### config.mk
export PLATFORM = sky130hd
export DESIGN_NAME = camera_rd_sync_mux
export DESIGN_NICKNAME = d
export VERILOG_FILES = /design/src/rtl/camera_rd_pkg.sv /design/src/rtl/camera_win_detect.sv /design/src/rtl/camera_rd_sync_mux.sv
export SDC_FILE = /design/constraint.sdc
export NUM_CORES = 1
export LEC_CHECK = 0
export CAP_MARGIN = 20
export CORE_MARGIN = 3
export CORE_UTILIZATION = 55
export DETAILED_ROUTE_END_ITERATION = 12
export PLACE_DENSITY_LB_ADDON = 0.12
export SLEW_MARGIN = 20
export SYNTH_ARGS = -nofsm -noshare
export SYNTH_HDL_FRONTEND = slang
export SYNTH_HIERARCHICAL = 1
export SYNTH_SLANG_ARGS = --single-unit
### constraint.sdc
create_clock -name clk -period 8.65 [get_ports clk]
set_input_delay 1.2975 -clock clk [delete_from_list [all_inputs] [get_ports clk]]
set_output_delay 1.2975 -clock clk [all_outputs]
set_load 0.05 [all_outputs]
### src/rtl/camera_rd_pkg.sv
// Shared types and helpers for the frame-synchronous camera read-window selector.
package camera_rd_pkg;

    localparam int NUM_WIN_DEF = 2;
    localparam int IDX_W       = $clog2(NUM_WIN_DEF);
    localparam int GEO_W       = 12;

    typedef enum logic [1:0] {
        S_INIT,
        S_RUN,
        S_PEND,
        S_RST
    } rd_state_e;

    typedef struct packed {
        logic [GEO_W-1:0] x;
        logic [GEO_W-1:0] y;
        logic [GEO_W-1:0] w;
        logic [GEO_W-1:0] h;
    } win_geo_t;

    function automatic int idx_width(input int n);
        return (n > NUM_WIN_DEF) ? $clog2(n) : IDX_W;
    endfunction

endpackage

### src/rtl/camera_win_detect.sv
// Registered window compare for the active window; end sums carry one extra bit so x+w / y+h never wrap.
module camera_win_detect
    import camera_rd_pkg::*;
#(
    parameter int CNT_W = GEO_W
) (
    input  logic             clk,
    input  logic             rst,
    input  logic             enable,
    input  logic [CNT_W-1:0] dx,
    input  logic [CNT_W-1:0] dy,
    input  win_geo_t         geo,
    output logic             en
);

    logic [CNT_W:0] x_end;
    logic [CNT_W:0] y_end;
    logic           hit;

    always_comb begin
        x_end = {1'b0, geo.x} + {1'b0, geo.w};
        y_end = {1'b0, geo.y} + {1'b0, geo.h};
        hit   = (dx >= geo.x) && ({1'b0, dx} < x_end) &&
                (dy >= geo.y) && ({1'b0, dy} < y_end);
    end

    always_ff @(posedge clk) begin
        if (rst) begin
            en <= 1'b0;
        end else begin
            en <= enable && hit;
        end
    end

endmodule

### src/rtl/camera_rd_sync_mux.sv
// Selects one of NUM_WIN camera windows for SDRAM reads; window changes land on frame boundaries
// and each one pulses the read-FIFO reset.
//   state | meaning
//   INIT  | after reset, FIFO held in reset, waiting for first frame end to load window 0
//   RUN   | reading the active window, nothing pending
//   PEND  | still reading the old window, new window loads at frame end
//   RST   | new window loaded, FIFO reset low for RST_LEN clocks
module camera_rd_sync_mux
    import camera_rd_pkg::*;
#(
    parameter int NUM_WIN = NUM_WIN_DEF,
    parameter int CNT_W   = GEO_W,
    parameter int ADDR_W  = 23,
    parameter int H_TOTAL = 1344,
    parameter int V_TOTAL = 806,
    parameter int THB     = 296,
    parameter int TVB     = 35,
    parameter int RST_LEN = 16
) (
    input  logic                          clk,
    input  logic                          rst,
    input  logic [CNT_W-1:0]              hcnt,
    input  logic [CNT_W-1:0]              vcnt,
    input  logic                          sel_req,
    input  logic [idx_width(NUM_WIN)-1:0] sel_idx,
    input  logic                          next_req,
    input  logic [NUM_WIN*CNT_W-1:0]      win_x,
    input  logic [NUM_WIN*CNT_W-1:0]      win_y,
    input  logic [NUM_WIN*CNT_W-1:0]      win_w,
    input  logic [NUM_WIN*CNT_W-1:0]      win_h,
    input  logic [NUM_WIN*ADDR_W-1:0]     win_base,
    output logic                          sdram_rden,
    output logic                          sdram_rst_n,
    output logic [ADDR_W-1:0]             rd_b_addr,
    output logic [ADDR_W-1:0]             rd_e_addr,
    output logic [idx_width(NUM_WIN)-1:0] active_win,
    output logic                          switch_busy
);

    localparam int IW    = idx_width(NUM_WIN);
    localparam int RC_W  = $clog2(RST_LEN + 1);
    localparam int SUM_W = (ADDR_W > 2*CNT_W) ? ADDR_W : 2*CNT_W;
    localparam logic [CNT_W-1:0] H_OFF   = CNT_W'(THB - 1);
    localparam logic [CNT_W-1:0] V_OFF   = CNT_W'(TVB);
    localparam logic [RC_W-1:0]  RC_LOAD = RC_W'(RST_LEN - 1);

    rd_state_e         state;
    logic [RC_W-1:0]   rst_cnt;
    logic              pend_valid;
    logic [IW-1:0]     pend_idx;
    win_geo_t          geo;

    logic              frame_tick;
    logic              sel_ok;
    logic              req_ok;
    logic              rd_go;
    logic [IW-1:0]     next_idx;
    logic [IW-1:0]     req_idx;
    logic [IW-1:0]     load_idx;
    int                li;
    win_geo_t          load_geo;
    logic [ADDR_W-1:0] load_base;
    logic [2*CNT_W-1:0] load_area;
    logic [SUM_W-1:0]  load_end;
    logic [CNT_W-1:0]  dx;
    logic [CNT_W-1:0]  dy;

    assign frame_tick = (hcnt == CNT_W'(H_TOTAL - 1)) && (vcnt == CNT_W'(V_TOTAL - 1));
    assign dx = hcnt - H_OFF;
    assign dy = vcnt - V_OFF;

    always_comb begin
        next_idx = (active_win == IW'(NUM_WIN - 1)) ? '0 : active_win + IW'(1);
        // Re-selecting the active window only matters when it cancels a pending switch.
        sel_ok   = sel_req && ({1'b0, sel_idx} < (IW+1)'(NUM_WIN)) &&
                   (pend_valid || (sel_idx != active_win));
        req_ok   = sel_ok || next_req;
        req_idx  = sel_ok ? sel_idx : next_idx;

        load_idx   = (state == S_INIT) ? '0 : pend_idx;
        li         = int'(load_idx);
        load_geo.x = win_x[li*CNT_W +: CNT_W];
        load_geo.y = win_y[li*CNT_W +: CNT_W];
        load_geo.w = win_w[li*CNT_W +: CNT_W];
        load_geo.h = win_h[li*CNT_W +: CNT_W];
        load_base  = win_base[li*ADDR_W +: ADDR_W];
        load_area  = {{CNT_W{1'b0}}, load_geo.w} * {{CNT_W{1'b0}}, load_geo.h};
        load_end   = SUM_W'(load_base) + SUM_W'(load_area);

        // Compare is enabled when the cycle after this one is RUN or PEND.
        rd_go = (state == S_RUN) || ((state == S_PEND) && !frame_tick) ||
                ((state == S_RST) && (rst_cnt == '0));
    end

    always_ff @(posedge clk) begin
        if (rst) begin
            state       <= S_INIT;
            rst_cnt     <= '0;
            pend_valid  <= 1'b0;
            pend_idx    <= '0;
            geo         <= '0;
            active_win  <= '0;
            rd_b_addr   <= '0;
            rd_e_addr   <= '0;
            sdram_rst_n <= 1'b0;
            switch_busy <= 1'b1;
        end else begin
            if (req_ok) begin
                pend_valid <= 1'b1;
                pend_idx   <= req_idx;
            end else if ((state == S_PEND) && frame_tick) begin
                pend_valid <= 1'b0;
            end

            case (state)
                S_INIT, S_PEND: begin
                    if (frame_tick) begin
                        geo         <= load_geo;
                        active_win  <= load_idx;
                        rd_b_addr   <= load_base;
                        rd_e_addr   <= load_end[ADDR_W-1:0];
                        rst_cnt     <= RC_LOAD;
                        sdram_rst_n <= 1'b0;
                        switch_busy <= 1'b1;
                        state       <= S_RST;
                    end
                end
                S_RUN: begin
                    if (req_ok) begin
                        switch_busy <= 1'b1;
                        state       <= S_PEND;
                    end
                end
                S_RST: begin
                    if (rst_cnt == '0) begin
                        sdram_rst_n <= 1'b1;
                        if (pend_valid || req_ok) begin
                            state <= S_PEND;
                        end else begin
                            switch_busy <= 1'b0;
                            state       <= S_RUN;
                        end
                    end else begin
                        rst_cnt <= rst_cnt - RC_W'(1);
                    end
                end
                default: state <= S_INIT;
            endcase
        end
    end

    camera_win_detect #(
        .CNT_W(CNT_W)
    ) u_detect (
        .clk    (clk),
        .rst    (rst),
        .enable (rd_go),
        .dx     (dx),
        .dy     (dy),
        .geo    (geo),
        .en     (sdram_rden)
    );

endmodule

## After elaboration in Yosys (flattened, before gate mapping)

Cells that the tools add are included.

| storage, ports and cells | value |
|---|---|
| logic and storage cells | 90 |
| input bits | 171 |
| flip-flop bits (word level) | 107 |
| output and inout bits | 50 |

| operators by class | value |
|---|---|
| $lt $le $gt $ge | 4 |
| shift operators | 5 |
| multiplexer cells | 21 |
| equality and inequality tests | 11 |
| reduce and logical (&&, ||, !) cells | 25 |
| multipliers | 3 |
| add/subtract/negate cells | 7 |

Operators by type and width:

| kind | count |
|---|---|
| indexed part select 24 x 32 -> 12 bit | 3 |
| indexed part select 46 x 7 -> 23 bit | 1 |
| adder 12 x 12 -> 13 bit | 2 |
| < comparator 12 x 13 -> 1 bit | 2 |
| >= comparator 12 bit | 2 |
| indexed part select 24 x 6 -> 12 bit | 1 |
| adder 23 bit | 1 |
| multiplier 12 x 12 -> 23 bit | 1 |
| == test 12 x 10 -> 1 bit, second input constant | 1 |
| == test 12 x 11 -> 1 bit, second input constant | 1 |
| subtractor 12 x 6 -> 12 bit, second input constant | 1 |
| subtractor 12 x 9 -> 12 bit, second input constant | 1 |
| two-way mux 1 bit | 11 |
| two-way mux 5 bit | 2 |
| one-hot mux 5 bit (2 select lines) | 1 |
| logical AND 1 bit | 9 |
| AND reduction 3 bit | 3 |
| two-way mux 2 bit | 4 |
| != test 2 bit, second input constant | 4 |
| multiplier 1 x 5 -> 6 bit, second input constant | 1 |
| one-hot mux 2 bit (3 select lines) | 1 |
| zero test 5 bit | 1 |
| logical OR 1 bit | 5 |
| subtractor 5 x 1 -> 5 bit, second input constant | 1 |
| 14 further kinds | 16 |

## Logic depth before layout (Yosys ltp)

Gate-level depths: netlist (run 1).

| depth | value |
|---|---|
| depth in word-level cells | 8 |
| mapped depth | 25 |

## By module

Netlist (run 1), hierarchy kept.

By module, submodules not included:

| module | times used | area an instance (µm²) | cells an instance |
|---|---|---|---|
| camera_rd_sync_mux | 1 | 10261.1 | 1175 |
| camera_win_detect | 1 | 2103.3 | 275 |

## Worst setup path after synthesis (run 1)

No wires, ideal clock.

| path | value |
|---|---|
| kind | input to register |
| start point | in win_h[2] |
| end point | reg rd_e_addr[20] |
| data arrival time | 6.221 ns |
| path buffers | 1 |
| slack | 2.301 ns |
| cell stages on the path | 20 |
| path through | mux2i_1 -> clkbuf_1 -> nor2_1 -> fa_1 -> inv_1 -> fa_1 -> inv_1 -> fa_1 -> fa_1 -> inv_1 -> fa_1 -> inv_1 -> ha_1 -> a2111oi_2 -> o21ai_1 -> a31oi_2 -> a31oi_1 -> o31ai_1 -> xor2_1 -> o31ai_1 |

| between the ends | value |
|---|---|
| cells in the longest elaborated chain, start to end | 3 |

Ends and longest elaborated chain:

| element | line | text |
|---|---|---|
| from (decl) | camera_rd_sync_mux.sv:30 | `input logic [NUM_WIN*CNT_W-1:0] win_h,` |
| indexed part select 24 x 6 -> 12 bit | camera_rd_sync_mux.sv:85 | `load_geo.h = win_h[li*CNT_W +: CNT_W];` |
| multiplier 12 x 12 -> 23 bit | camera_rd_sync_mux.sv:87 | `load_area = {{CNT_W{1'b0}}, load_geo.w} * {{CNT_W{1'b0}}, load_geo.h};` |
| adder 23 bit | camera_rd_sync_mux.sv:88 | `load_end = SUM_W'(load_base) + SUM_W'(load_area);` |
| to (signal assigned) | camera_rd_sync_mux.sv:121 | `rd_e_addr <= load_end[ADDR_W-1:0];` |
| to (decl) | camera_rd_sync_mux.sv:35 | `output logic [ADDR_W-1:0] rd_e_addr,` |

No other way between the ends.
A chain may end at the register's enable or synchronous reset.

## Final worst setup path (run 1)

| path | value |
|---|---|
| start point | in win_h[1] |
| end point | reg rd_e_addr[22] |

Same word-level chain as after synthesis.

==> results of run 1 <==
-- cells by family after synthesis --
logic type / after synthesis / synth area share
muxes: 102 / 0.0854
adders and majority gates: 256 / 0.333
buffers and inverters: 274 / 0.0866
and+or+nand+nor: 409 / 0.148
DFF: 107 / 0.173
xor gates and xnor gates: 57 / 0.0404
AOI/OAI and AO/OA: 245 / 0.133
-- worst paths after layout --
check / cells after the start / endpoint / slack, ns / from
worst min-delay path: 2 / rd_e_addr[5] / 0.46 / rd_e_addr[5]
worst max register to register: 22 / rd_e_addr[22] / 1.80 / state[0]
worst max-delay path: 21 / rd_e_addr[22] / 1.70 / win_h[1]
worst min register to register: 2 / rd_e_addr[5] / 0.46 / rd_e_addr[5]
-- area by class of cell --
type | instances | area [sq um] | share of cell area
clock buffers | 12 | 246 | 0.0162
clock inverters | 4 | 80.1 | 0.00525
inverters | 225 | 845 | 0.0554
multi-input cells | 1069 | 9160 | 0.601
flip-flops and latches | 107 | 2140 | 0.141
well taps | 280 | 350 | 0.0230
repair buffers | 247 | 2410 | 0.158
-- registers in the layout, indices dropped and copies added, names as in the netlist --
| signal | cells |
|---|---|
| sdram_rst_n | 1 |
| active_win | 1 |
| pend_idx | 1 |
| switch_busy | 1 |
| geo | 48 |
| pend_valid | 1 |
| rd_b_addr | 23 |
| rst_cnt | 5 |
| rd_e_addr | 23 |
| u_detect/en | 1 |
| state | 2 |
-- critical path: stages --
cell             delay, ns
clkdlybuf4s50_1       0.39
mux2i_1               0.25
buf_4                 0.25
nor2_1                0.09
fa_1                  0.52
inv_1                 0.06
fa_1                  0.50
inv_1                 0.06
fa_1                  0.46
fa_1                  0.50
inv_1                 0.06
fa_1                  0.56
inv_1                 0.05
ha_1                  0.37
nand2_1               0.09
o21ai_0               0.56
a31oi_2               0.27
a31oi_1               0.31
o22ai_1               0.17
xnor2_1               0.16
a211oi_2              0.20
-- power by group through the flow --
stage	registers [mW]	logic [mW]	clock network, mW
finish	0.494	2.22	0.462
global placement	0.506	2.12	0
global route	0.494	2.49	0.491
detailed placement	0.506	2.17	0
floorplan	0.505	1.57	0
CTS	0.494	2.20	0.468
-- metrics by stage --
stage	cell area [sq um]	setup WS, ns
finish	15200	1.70
global route	15200	1.40
CTS	15200	1.74
detailed placement	14900	1.42
global placement	14900	1.53
floorplan	12400	2.30
-- cell usage in the layout (no fill, tap or decap), types with 6 or more instances in the layout --
cell type,Yosys,final
inv_1,225,225
clkdlybuf4s50_1,0,219
nor2_1,200,200
ha_1,134,134
fa_1,122,122
nand2_1,119,119
dfxtp_1,107,107
a211oi_1,75,75
mux2i_1,74,74
a21oi_1,63,63
xor2_1,34,34
o21ai_0,31,31
mux2_2,28,28
buf_4,2,27
xnor2_1,23,23
nor3_1,20,20
nand2b_1,15,15
nand3_1,11,11
a21o_1,10,10
clkbuf_16,0,9
o21ai_1,8,7
o21a_1,6,6
o31ai_1,6,6
-- metal layers --
| layer | global-route usage | part of all wire | up-vias |
|---|---|---|---|
| met5 | 0 | 0 | - |
| met4 | 0.0774 | 0.024 | 0 |
| met3 | 0.0519 | 0.076 | 44 |
| met2 | 0.455 | 0.46 | 397 |
| met1 | 0.389 | 0.44 | 5109 |
| li1 | - | - | 5238 |
==> flow_metrics.tcl, run 1 <==
set metrics [dict create \
    synth_top_area_cell "fa_1" \
    min_period_ns 6.95 \
    n_fill_cell 1808 \
    synthCells 1450 \
    drt-initial-drc-count 631 \
    rsz0062_at_grt "no" \
    maxSlewViolCount 0 \
    path_max_fanout 12 \
    ys_top_cells_by_area "fa_1, dfxtp_1, ha_1" \
    fin_crit_sh 0.803 \
    cts_buffer_depth 2 \
    crit_arrival_ns 7.22 \
    drc 0 \
    hold_path.class "flip-flop to flip-flop" \
    finalSetupViolCount 0 \
    maxCapViolCount 0 \
    fin_hold_ws_ns 0.455 \
    comb_power_share 0.699 \
    post_drt_wl_per_cell_microns 17.2 \
    yosysSeqAreaShare 0.173 \
    clock-sinks 107 \
    powerDensity_nw_per_um2 208 \
    h-tree-depth 3 \
    clk_latency_ns 0.35 \
    die-area_sq_um 24300 \
    io_pins 221 \
    vias_per_cell 5.55 \
    grt_util_all_layers 0.281 \
    antenna_cells 0 \
    peakVddDrop_v 0.000285 \
    path_class "input pin to flip-flop" \
    io_buffer_count 220 \
    hold_buffers 0 \
    vias 10788 \
    ant_nets 0 \
    root_buffer "clkbuf_16" \
    grt_overflow 0 \
    post_cts_resized 0 \
    stdcell_count 1944 \
    synth_cell_types 71 \
    hpwlAfterDp_microns 26900 \
    worst_clock_skew_ns 0.0122 \
    core_area_sq_um 22000 \
    p_clk_frac 0.145 \
    grt_max_degree 85 \
    fmax_mhz 144 \
    syn-num-nets 1877 \
    p_int_mw 1.67 \
    num_rows 54 \
    die_w_microns 156 \
    path_clk_slew_ns 0.07 \
    start_kind "input pin" \
    hold_viol_final 0 \
    syn_avg_cell_area_sq_um 8.53 \
    p_sw_mw 1.51 \
    final_nets 2086 \
    ys_warn_count 6 \
    initial_core_util 0.563 \
    grt_first_pass_wirelength_microns 54900 \
    grt_pass1_vias 10766 \
    fp.dieH_microns 156 \
    routed_wl_microns 33500 \
    cts-buffers-inserted 9 \
    dr.pass1.iters 5 \
    worst_slew_pin_slew_ns 0.804 \
    async_flop_share 0 \
    p_seq_frac 0.156 \
    tns_ns 0 \
    finalPower_mw 3.18 \
    synthFlopType "dfxtp_1" \
    routabilityCongestion 0.941 \
    synth.most_common_cell "inv_1" \
    syn-cell-area_sq_um 12400 \
    utilization 0.694 \
    cts_tree "done" \
    p_sw_frac 0.475 \
    synth_top_area_frac 0.198 \
    post_cts_buffers 0 \
    status "finished, final reports clean" \
    area_growth_pct 23.3 \
    ys_ff_latch 107 \
    dp_cells 1928 \
    synthTopCellsByCount "inv_1, nor2_1, ha_1" \
    drive_above_1_share 0.0583 \
    maxSlewHeadroom 0.449 \
    endpoint_kind "flip-flop" \
    grt_antenna_before_repair 0 \
    synth-edff-count 0 \
    cellLeakagePower_nw 7.03 \
    required_ns 8.92 \
]
(Power assumes the default switching activity.)
==> inputs of run 2 (changes only) <==
Settings changed: CORE_UTILIZATION 55 to 50.
Clock period 8.65 ns to 5.6 ns, I/O delays scaled along.
==> run 2 against run 1 <==
The flow now finishes with violations (negative setup slack). Final cell count rose by 10%. Critical path depth rose by 3. Flip-flop and latch count did not move. Sequential share of layout area fell by 1.6 points. Clock-buffer cell count fell by 3. Sequential power rose by 54%. Clock skew rose by 0.0062 ns. Largest cell class unchanged.
==> flow_metrics.tcl, run 2 (synthesis results as in run 1) <==
set metrics [dict create \
    cts-buffers-inserted 9 \
    n_fill_cell 1884 \
    clk_latency_ns 0.37 \
    maxSlewViolCount 0 \
    critPathMaxStageDelay_ns 0.54 \
    fin_hold_ws_ns 0.454 \
    start_kind "flip-flop" \
    path_cells "o21ai_4, buf_8, buf_12, buf_4, mux2i_1, buf_4, nor2_1, fa_1, inv_1, fa_1, inv_1, fa_1, fa_1, inv_1, fa_1, inv_1, ha_4, a21oi_1, o21ai_1, a31oi_4, a31oi_4, o31ai_2, xor2_1, o31ai_1" \
    final_cell_mix "inv_1, clkdlybuf4s50_1, nor2_1" \
    tns_ns -2.33 \
    worst_slew_pin_slew_ns 0.687 \
    r2r_start "state[0]" \
    p_int_mw 3.89 \
    finalSetupViolCount 12 \
    p_clk_frac 0.089 \
    crit_start "state[0]" \
    io_pins 221 \
    grt_util_all_layers 0.289 \
    regMostFlops "geo" \
    multiInputGateArea_sq_um 9800 \
    dp_cells 2083 \
    num_rows 56 \
    reg_top3 "geo: 48 flops, rd_b_addr: 23 flops, rd_e_addr: 23 flops" \
    routed_wl_microns 38600 \
    core_area_sq_um 23900 \
    cts_buffer_depth 2 \
    hp-start "rd_e_addr[3]" \
    drive_above_1_share 0.191 \
    hpwlAfterDp_microns 30500 \
    seq_area_sq_um 2150 \
    cpMostUsedCell "fa_1" \
    ant_nets 0 \
    path_class "flip-flop to flip-flop" \
    vias_per_cell 5.37 \
    min_period_ns 5.93 \
    grt_overflow 0 \
    drc 0 \
    clock-sinks 107 \
    area_growth_pct 39.8 \
    fmax_mhz 169 \
    worst_clock_skew_ns 0.0185 \
    comb_power_share 0.802 \
    stdcell_count 2144 \
    reg2reg_slack_ns -0.33 \
    finalPower_mw 7.00 \
    root_buffer "clkbuf_16" \
    stdcell_area_sq_um 17300 \
    maxCapViolCount 0 \
    dr.pass1.iters 5 \
    peakVddDrop_v 0.000812 \
    place_area_sq_um 16000 \
    required_ns 5.87 \
    final_common_cell "inv_1" \
    largest_register_ffs 48 \
    fp.dieH_microns 163 \
    initial_core_util 0.517 \
    rsz0062_at_grt "yes" \
    min_path_cells 2 \
    h-tree-depth 3 \
    routabilityCongestion 0.915 \
    p_sw_mw 3.11 \
    cts_tree "done" \
    final_nets 2247 \
    violations "negative setup slack" \
    grt_max_degree 69 \
    endpoint "rd_e_addr[20]" \
    endpoint_kind "flip-flop" \
    status "complete, but fails checks" \
    drt-initial-drc-count 546 \
    maxSlewHeadroom 0.536 \
    r2r-end "rd_e_addr[20]" \
    powerDensity_nw_per_um2 405 \
    fin_crit_sh 1.06 \
    crit_arrival_ns 6.20 \
    grt_pass1_vias 11927 \
    path_clk_slew_ns 0.08 \
    die_w_microns 163 \
    io_buffer_count 220 \
    p_seq_frac 0.109 \
    grt_first_pass_wirelength_microns 60900 \
    p_sw_frac 0.444 \
    cpMaxStageDelayCell "fa_1" \
    post_drt_wl_per_cell_microns 18.0 \
    cellLeakagePower_nw 7.91 \
    grt_antenna_before_repair 1 \
    path_max_fanout 6 \
    vias 11508 \
    hold_viol_final 0 \
    die-area_sq_um 26700 \
    fin_ws_ns -0.333 \
    ff2ff_path_depth 24 \
    hold_path.class "flip-flop to flip-flop" \
]
==> run 2: cell count changes in the layout (fill, tap and decap cells not counted), moves of 10 or more <==
cell	before	now
ha_1	134	120
o21ai_0	31	21
buf_4	27	161
mux2i_1	74	59
a21oi_1	63	52
buf_6	0	18
ha_4	0	13
==> run 2: routing by layer <==
layer / global-route usage / vias up / part of all wire
met1: 0.343 / 5557 / 0.39
met2: 0.535 / 327 / 0.52
met3: 0.0403 / 64 / 0.050
li1: - / 5560 / -
met4: 0.0923 / 0 / 0.033
met5: 0 / - / 0
==> run 2: power by group through the flow <==
stage	Combinational (mW)	Clock, mW	Sequential (mW)
finish	5.61	0.624	0.763
global route	6.13	0.663	0.763
CTS	5.04	0.645	0.763
detailed placement	4.15	0	0.781
floorplan	2.58	0	0.780
global placement	4.07	0	0.781
==> run 2: how the worst min path moves through the flow <==
| stage | to | slack [ns] |
|---|---|---|
| after floorplan | rst_cnt[0] | 0.47 |
| after global placement | rd_e_addr[16] | 0.44 |
| after detailed placement | rd_e_addr[16] | 0.44 |
| after CTS | rd_e_addr[3] | 0.46 |
| after global routing | rd_e_addr[7] | 0.47 |
| final | rd_e_addr[3] | 0.45 |
==> run 2: area by class of cell <==
cell class | instances | area share
repair buffers | 408 | 0.221
clock inverters | 6 | 0.00290
well taps | 319 | 0.0231
diodes | 1 | 0.000145
inverters | 225 | 0.0489
multi-input cells | 1069 | 0.567
clock buffers | 9 | 0.0130
flip-flops and latches | 107 | 0.124
==> run 2: timing repair <==
| item | in CTS | in global routing |
|---|---|---|
| setup buffers | 23 | 23 |
| endpoints found under the setup margin | 11 | 15 |
| pin swaps | 42 | 49 |
| hold buffers | 0 | 0 |
| gates resized for setup | 82 | 54 |
| gates cloned | 3 | 0 |
==> run 2: per-stage QoR <==
step / utilization / worst slack [ns]
detailed placement: 0.671 / -0.765
global route: 0.723 / -0.538
finish: 0.723 / -0.333
global placement: 0.671 / -0.695
CTS: 0.712 / -0.222
floorplan: - / -0.0150
==> run 2: worst max-delay path: cells and delay by family, from the launching register on <==
family                   cells  cell delay (ns)
AO/OA/AOI/OAI                7             1.41
buffers and inverters        8             0.88
XOR/XNOR                     1             0.10
multiplexers                 1             0.23
flip-flops                   1             0.33
AND/OR/NAND/NOR              1             0.06
adder cells (fa/ha/maj)      6             2.82
